## src/rtl/riscv_pkg.sv

```systemverilog
// Shared types and constants for the register-file writeback slice.
package riscv_pkg;

  localparam int XLEN       = 32;
  localparam int REG_ADDR_W = 5;
  localparam logic [REG_ADDR_W-1:0] ZERO_REG = 5'd0;

  // One buffered long-latency result: destination plus data.
  typedef struct packed {
    logic [REG_ADDR_W-1:0] rd;
    logic [XLEN-1:0]       data;
  } wb_entry_t;

  // A register is hazardous when it is not x0 and a long-latency write to it is in flight.
  function automatic logic reg_hazard(input logic [REG_ADDR_W-1:0] r,
                                      input logic [31:0]           busy);
    logic hit;
    hit = 1'b0;
    if (r != ZERO_REG) begin
      hit = busy[r];
    end else begin
      hit = 1'b0;
    end
    return hit;
  endfunction

endpackage

```

## src/rtl/wb_fifo.sv

```systemverilog
// Synchronous FIFO buffering long-latency writeback entries.
// Push is ignored when full and pop is ignored when empty; both may happen in one cycle.
module wb_fifo
  import riscv_pkg::*;
#(
  parameter int DEPTH = 2
) (
  input  logic      clk,
  input  logic      rst,
  input  logic      push,
  input  logic      pop,
  input  wb_entry_t din,
  output wb_entry_t dout,
  output logic      full,
  output logic      empty
);

  localparam int PTR_W = (DEPTH > 1) ? $clog2(DEPTH) : 1;
  localparam int CNT_W = PTR_W + 1;

  wb_entry_t        r_mem [DEPTH];
  logic [PTR_W-1:0] r_wr_ptr;
  logic [PTR_W-1:0] r_rd_ptr;
  logic [CNT_W-1:0] r_count;

  logic w_do_push;
  logic w_do_pop;

  assign full      = (r_count == CNT_W'(DEPTH));
  assign empty     = (r_count == {CNT_W{1'b0}});
  assign w_do_push = push & ~full;
  assign w_do_pop  = pop & ~empty;
  assign dout      = r_mem[r_rd_ptr];

  // Storage array: written on accepted pushes only, contents need no reset.
  always_ff @(posedge clk) begin
    if (w_do_push) begin
      r_mem[r_wr_ptr] <= din;
    end
  end

  // Pointer and occupancy bookkeeping; pointers wrap naturally (DEPTH is a power of 2).
  always_ff @(posedge clk) begin
    if (rst) begin
      r_wr_ptr <= {PTR_W{1'b0}};
      r_rd_ptr <= {PTR_W{1'b0}};
      r_count  <= {CNT_W{1'b0}};
    end else begin
      if (w_do_push) begin
        r_wr_ptr <= r_wr_ptr + PTR_W'(1);
      end
      if (w_do_pop) begin
        r_rd_ptr <= r_rd_ptr + PTR_W'(1);
      end
      case ({w_do_push, w_do_pop})
        2'b10:   r_count <= r_count + CNT_W'(1);
        2'b01:   r_count <= r_count - CNT_W'(1);
        default: r_count <= r_count;
      endcase
    end
  end

endmodule

```

## src/rtl/regs_writeback.sv

```systemverilog
// Register-file write port driver: merges ALU and long-latency results,
// tracks pending long-latency destinations and stalls decode on hazards.
module regs_writeback #(
  parameter int XLEN       = riscv_pkg::XLEN,
  parameter int FIFO_DEPTH = 2
) (
  input  logic                             clk,
  input  logic                             rst,
  input  logic                             alu_valid,
  input  logic [riscv_pkg::REG_ADDR_W-1:0] alu_rd,
  input  logic [XLEN-1:0]                  alu_data,
  input  logic                             issue_valid,
  input  logic [riscv_pkg::REG_ADDR_W-1:0] issue_rd,
  input  logic                             lsu_valid,
  input  logic [riscv_pkg::REG_ADDR_W-1:0] lsu_rd,
  input  logic [XLEN-1:0]                  lsu_data,
  output logic                             lsu_ready,
  input  logic [riscv_pkg::REG_ADDR_W-1:0] dec_rs1,
  input  logic [riscv_pkg::REG_ADDR_W-1:0] dec_rs2,
  input  logic [riscv_pkg::REG_ADDR_W-1:0] dec_rd,
  output logic                             stall,
  output logic                             write_reg_enable,
  output logic [riscv_pkg::REG_ADDR_W-1:0] rd_addr,
  output logic [XLEN-1:0]                  writ_data,
  output logic                             overflow_err
);

  import riscv_pkg::*;

  logic      w_full;
  logic      w_empty;
  logic      w_push;
  logic      w_pop;
  wb_entry_t w_din;
  wb_entry_t w_head;
  logic [31:0] w_busy_next;

  logic                  r_we;
  logic [REG_ADDR_W-1:0] r_rd;
  logic [XLEN-1:0]       r_data;
  logic                  r_from_ll;
  logic [31:0]           r_busy;
  logic                  r_ovf;

  // Long-latency results always go through the buffer; ALU wins the write port.
  assign w_push     = lsu_valid & ~w_full;
  assign w_pop      = ~alu_valid & ~w_empty;
  assign w_din.rd   = lsu_rd;
  assign w_din.data = lsu_data;

  wb_fifo #(
    .DEPTH (FIFO_DEPTH)
  ) u_fifo (
    .clk   (clk),
    .rst   (rst),
    .push  (w_push),
    .pop   (w_pop),
    .din   (w_din),
    .dout  (w_head),
    .full  (w_full),
    .empty (w_empty)
  );

  assign lsu_ready        = ~w_full;
  assign write_reg_enable = r_we;
  assign rd_addr          = r_rd;
  assign writ_data        = r_data;
  assign overflow_err     = r_ovf;
  assign stall            = reg_hazard(dec_rs1, r_busy) |
                            reg_hazard(dec_rs2, r_busy) |
                            reg_hazard(dec_rd,  r_busy);

  // Write port arbitration: ALU first, then FIFO head; x0 results are consumed silently.
  always_ff @(posedge clk) begin
    if (rst) begin
      r_we      <= 1'b0;
      r_rd      <= ZERO_REG;
      r_data    <= {XLEN{1'b0}};
      r_from_ll <= 1'b0;
    end else if (alu_valid) begin
      r_we      <= (alu_rd != ZERO_REG);
      r_rd      <= alu_rd;
      r_data    <= alu_data;
      r_from_ll <= 1'b0;
    end else if (!w_empty) begin
      r_we      <= (w_head.rd != ZERO_REG);
      r_rd      <= w_head.rd;
      r_data    <= w_head.data;
      r_from_ll <= 1'b1;
    end else begin
      r_we      <= 1'b0;
      r_rd      <= r_rd;
      r_data    <= r_data;
      r_from_ll <= 1'b0;
    end
  end

  // Next scoreboard: clear on a committing long-latency write, then set on issue so set wins.
  always_comb begin
    w_busy_next = r_busy;
    if (r_we && r_from_ll) begin
      w_busy_next[r_rd] = 1'b0;
    end else begin
      w_busy_next = w_busy_next;
    end
    if (issue_valid && (issue_rd != ZERO_REG)) begin
      w_busy_next[issue_rd] = 1'b1;
    end else begin
      w_busy_next = w_busy_next;
    end
  end

  // Scoreboard register holding the pending long-latency destinations.
  always_ff @(posedge clk) begin
    if (rst) begin
      r_busy <= 32'd0;
    end else begin
      r_busy <= w_busy_next;
    end
  end

  // Sticky overflow flag: a result offered while the buffer is full is lost.
  always_ff @(posedge clk) begin
    if (rst) begin
      r_ovf <= 1'b0;
    end else if (lsu_valid && w_full) begin
      r_ovf <= 1'b1;
    end else begin
      r_ovf <= r_ovf;
    end
  end

endmodule

```

## config.mk

```make
export PLATFORM = sky130hd
export DESIGN_NAME = regs_writeback
export DESIGN_NICKNAME = d
export VERILOG_FILES = /design/src/rtl/riscv_pkg.sv /design/src/rtl/wb_fifo.sv /design/src/rtl/regs_writeback.sv
export SDC_FILE = /design/constraint.sdc
export NUM_CORES = 1
export LEC_CHECK = 0
export ABC_AREA = 0
export CAP_MARGIN = 20
export CORE_UTILIZATION = 40
export DETAILED_ROUTE_END_ITERATION = 16
export GPL_TIMING_DRIVEN = 0
export PLACE_DENSITY = 0.73
export SYNTH_ARGS = -nofsm -noshare
export SYNTH_HDL_FRONTEND = slang
export SYNTH_HIERARCHICAL = 1
export SYNTH_SLANG_ARGS = --single-unit
```

## constraint.sdc

```tcl
create_clock -name clk -period 2.9 [get_ports clk]
set_input_delay 0.725 -clock clk [delete_from_list [all_inputs] [get_ports clk]]
set_output_delay 0.725 -clock clk [all_outputs]
set_load 0.005 [all_outputs]
```

==> summary.txt <==
Run status
  • Status: finished, final reports clean

Critical path
  • Cells on worst reg2reg path: 6
  • Critical Path RT: about 2.2 ns
  • Critical path type: in2out
  • Worst setup SP type: primary input
  • Internal reg-to-reg setup slack: approximately 0.55 ns
  • CP delay by family, top: multiplexers
  • Critical path capture point type: primary output
  • Crit-path slowest cell: mux4_2
  • Worst path cell trace: buf_12 -> buf_4 -> mux2i_1 -> mux4_2 -> nor3_1 -> nor4_2 -> nand3_1 -> buf_2
  • CP arrival: ~2.1 ns
  • FF-to-FF Start: u_fifo/r_count[0]
  • Maximum fanout along the worst path: 6
  • Max incr delay on CP: between 0.4 and 0.5 ns
  • Reg2reg end: u_fifo/r_mem[0][2]
  • Buf/Inv on CP: 3

Global route
  • Largest net degree at the start of global routing: 38
  • Total GRT Usage: 0.202
  • First-pass GRT wire length: 27.1 mm
  • Vias in the first global route: 5229
  • Grt ovf: 0
  • Initial antenna violation count: 0

Yosys
  • Simple-Gate Fraction of Synth Area: 0.122
  • Synthesized flop and latch total: 150
  • Mux cell area share after synthesis: 0.197
  • Register area share after synthesis: 0.551
  • Asr flop ratio synth: 0
  • Count of cell types in the netlist: 40
  • Top FF cell, synth: dfxtp_1
  • Post-synthesis compound-gate area fraction: 0.0919
  • Synth Area in XOR/XNOR: 0.00387
  • Synthesized Nets: ~700
  • Yosys warns: 6
  • Post-synth EDFFs: 74
  • Post-Synth Adder-Cell Area: 0.00184
  • Synthesized area: a little under 0.007 mm^2
  • Cells after Synth: roughly 600
  • Avg Inst Size Synth: ~11 um^2
  • Largest family of logic cells by synthesized area: multiplexers

Layout
  • Antenna fix cells: 0
  • Fin nets: 859
  • Final Util: 0.548
  • Share of post-route cells with drive strength above 1: 0.140
  • Area growth from synthesis to layout: 33.7%

Drt
  • Vias after detailed routing: ~5200
  • DRT Wirelength: ~17 mm
  • Antenna Nets Post-Route: 0
  • Initial DRC Count: around 280
  • DR vias/cell: 5.29
  • DR DRC count: 0
  • DRT Pass-1 Iters: 5
  • Mean routed wirelength per cell: around 17 um

Pwr
  • Total power: roughly 6.5 mW
  • Pwr dens: between 700 and 800 mW/mm^2
  • Leakage: ~3.4 nW
  • Max IR drop VDD: between 0.4 and 0.5 mV

Floorplanning
  • Initial core utilization: 0.410
  • Die width: around 130 um
  • Placeable core region: between 0.015 and 0.02 mm^2
  • Die height: about 130 um
  • Die Area: about 0.018 mm^2
  • IO Count: 140
  • Cell row count: 47

STA
  • Final hold vios: 0
  • Worst slew pin tran: just over 1 ns
  • Slew HR: 0.320
  • Count of pins over their slew limit: 0
  • RSZ-0062 raised after global routing: yes
  • Clock period minus worst slack: 2.77 ns
  • Clock skew: 0.00831 ns
  • Tcrit/Tclk final: 0.957
  • Finish-stage setup viols: 0
  • Max Clk Rate: between 0.3 and 0.4 GHz

Placed design
  • Buffers on Ports: 130
  • Routability congestion estimate: approximately 0.84
  • Post-DP HPWL: about 12 mm

Worst hold path
  • Min-delay src: overflow_err
  • Hold Crit Depth: 2
  • Worst hold path class: reg2reg
  • Hold endpoint: overflow_err

Clock network
  • CTS tree: done
  • Clock H-tree levels: 4
  • Clock root buffer: clkbuf_16
  • TritonCTS Buffers: 17
  • Quantity of hold-fixing buffers added after cts: 0
  • Clock-pin slew on the worst setup and hold paths: around 0.05 ns
  • Clk Latency, worst-skew pair: 0.41 ns
  • Clock buffer depth: 2
  • CTS Sinks: 150

Job
  • Max Cap Viol: 0
-- cells by family (layout without fill, tap and decap cells) --
family | count (synthesis) | count (layout)
buf+inv | 45 | 213
xor+xnor | 3 | 3
fa+ha+maj | 1 | 1
simple gates | 186 | 186
flops | 150 | 150
mux | 103 | 103
compound gates | 116 | 116
-- report_power, final --
part | leakage [nW] | total (mW) | switching (mW) | internal, mW
sequential | 1.31 | 2.67 | 0.113 | 2.56
clock | 0.288 | 2.21 | 0.832 | 1.38
combinational | 1.75 | 1.61 | 0.817 | 0.796
total | 3.35 | 6.50 | 1.76 | 4.74
-- cell usage after synthesis (6+ instances only) --
master | instances | share of area
nor2_1 | 93 | 0.051
dfxtp_1 | 76 | 0.22
edfxtp_1 | 74 | 0.33
a21oi_1 | 72 | 0.053
nand2_1 | 50 | 0.028
mux2i_1 | 44 | 0.065
o21ai_0 | 33 | 0.024
clkbuf_1 | 23 | 0.013
mux2_2 | 21 | 0.035
mux2_1 | 18 | 0.030
mux4_2 | 18 | 0.060
buf_2 | 10 | 0.0074
nor3b_1 | 7 | 0.0077
buf_6 | 6 | 0.0099
nor3_1 | 6 | 0.0044
-- state kept, by name (all words and copies together) (netlist names), named ones only --
name and cells:
u_fifo/r_mem 74, u_fifo/r_count 2, r_from_ll 1, u_fifo/r_rd_ptr 1, write_reg_enable 1, u_fifo/r_wr_ptr 1, r_busy 31, rd_addr 5
overflow_err 1, writ_data 32
-- worst max path at each step --
| stage | from | endpoint | slack [ns] | cells past startpoint |
|---|---|---|---|---|
| floorplan | dec_rs2[1] | stall | 0.29 | 6 |
| global placement | dec_rs1[2] | stall | -0.88 | 7 |
| detailed placement | dec_rs1[2] | stall | -0.88 | 7 |
| CTS | dec_rs1[1] | stall | 0.01 | 7 |
| global route | dec_rd[1] | stall | -0.01 | 7 |
| finish | dec_rs1[1] | stall | 0.13 | 8 |
-- cell type report --
type	count	area (um^2)
buffer	39	226
clock buffer	21	450
clock inverter	11	150
fill	1458	7500
inverter	6	22.5
multi-input combinational	409	2850
sequential	150	3740
tap	220	275
timing repair buffer	136	1360
-- cells in the final DEF (no fill, tap or decap), drive strengths merged, types with 2 or more instances in the layout --
| master | count |
|---|---|
| nand3 | 4 |
| inv | 7 |
| a21oi | 72 |
| mux4 | 20 |
| nor3b | 7 |
| nor3 | 6 |
| a2111oi | 2 |
| nand4 | 2 |
| bufinv | 3 |
| or3 | 4 |
| nand3b | 5 |
| clkdlybuf4s50 | 125 |
| and3 | 3 |
| and3b | 4 |
| mux2i | 44 |
| edfxtp | 74 |
| a22oi | 3 |
| mux2 | 39 |
| nor2 | 93 |
| dfxtp | 76 |
| clkbuf | 44 |
| xnor2 | 2 |
| nand2 | 50 |
| buf | 25 |
| clkinvlp | 2 |
| o21ai | 33 |
| nor2b | 4 |
| clkinv | 5 |
| o211ai | 2 |
-- per-layer routing --
metal,up-vias,wire [um],GRT usage
li1,2492,-,-
met1,2545,7350,0.244
met3,15,1500,0.0827
met2,194,8300,0.329
met5,-,0,0
met4,0,180,0.0600
-- stage by stage --
stage	hold WS [ns]	worst slack, ns	instances	area [um^2]	TNS, ns
5_1_grt	0.537	-0.0147	992	9080	-0.0147
3_5_place_dp	0.481	-0.877	955	8390	-1.85
6_report	0.490	0.126	992	9080	0
4_1_cts	0.494	0.0101	989	9000	0
3_3_place_gp	0.470	-0.879	954	8370	-39.09
2_1_floorplan	0.452	0.291	604	6800	0
-- tightest hold or removal path, delay by kind of cell (launching register included) --
family	cells	cell delay, ns
AOI/OAI and AO/OA	1	0.05
and+or+nand+nor	1	0.07
DFF	1	0.33
-- timing repair --
action                                  4_1_cts  5_1_grt
pin swaps                                     3        4
endpoints found under the setup margin        1        1
buffers inserted                              2        3
resized for setup                            21       18
No activity file was read; power rests on OpenSTA's default activity.
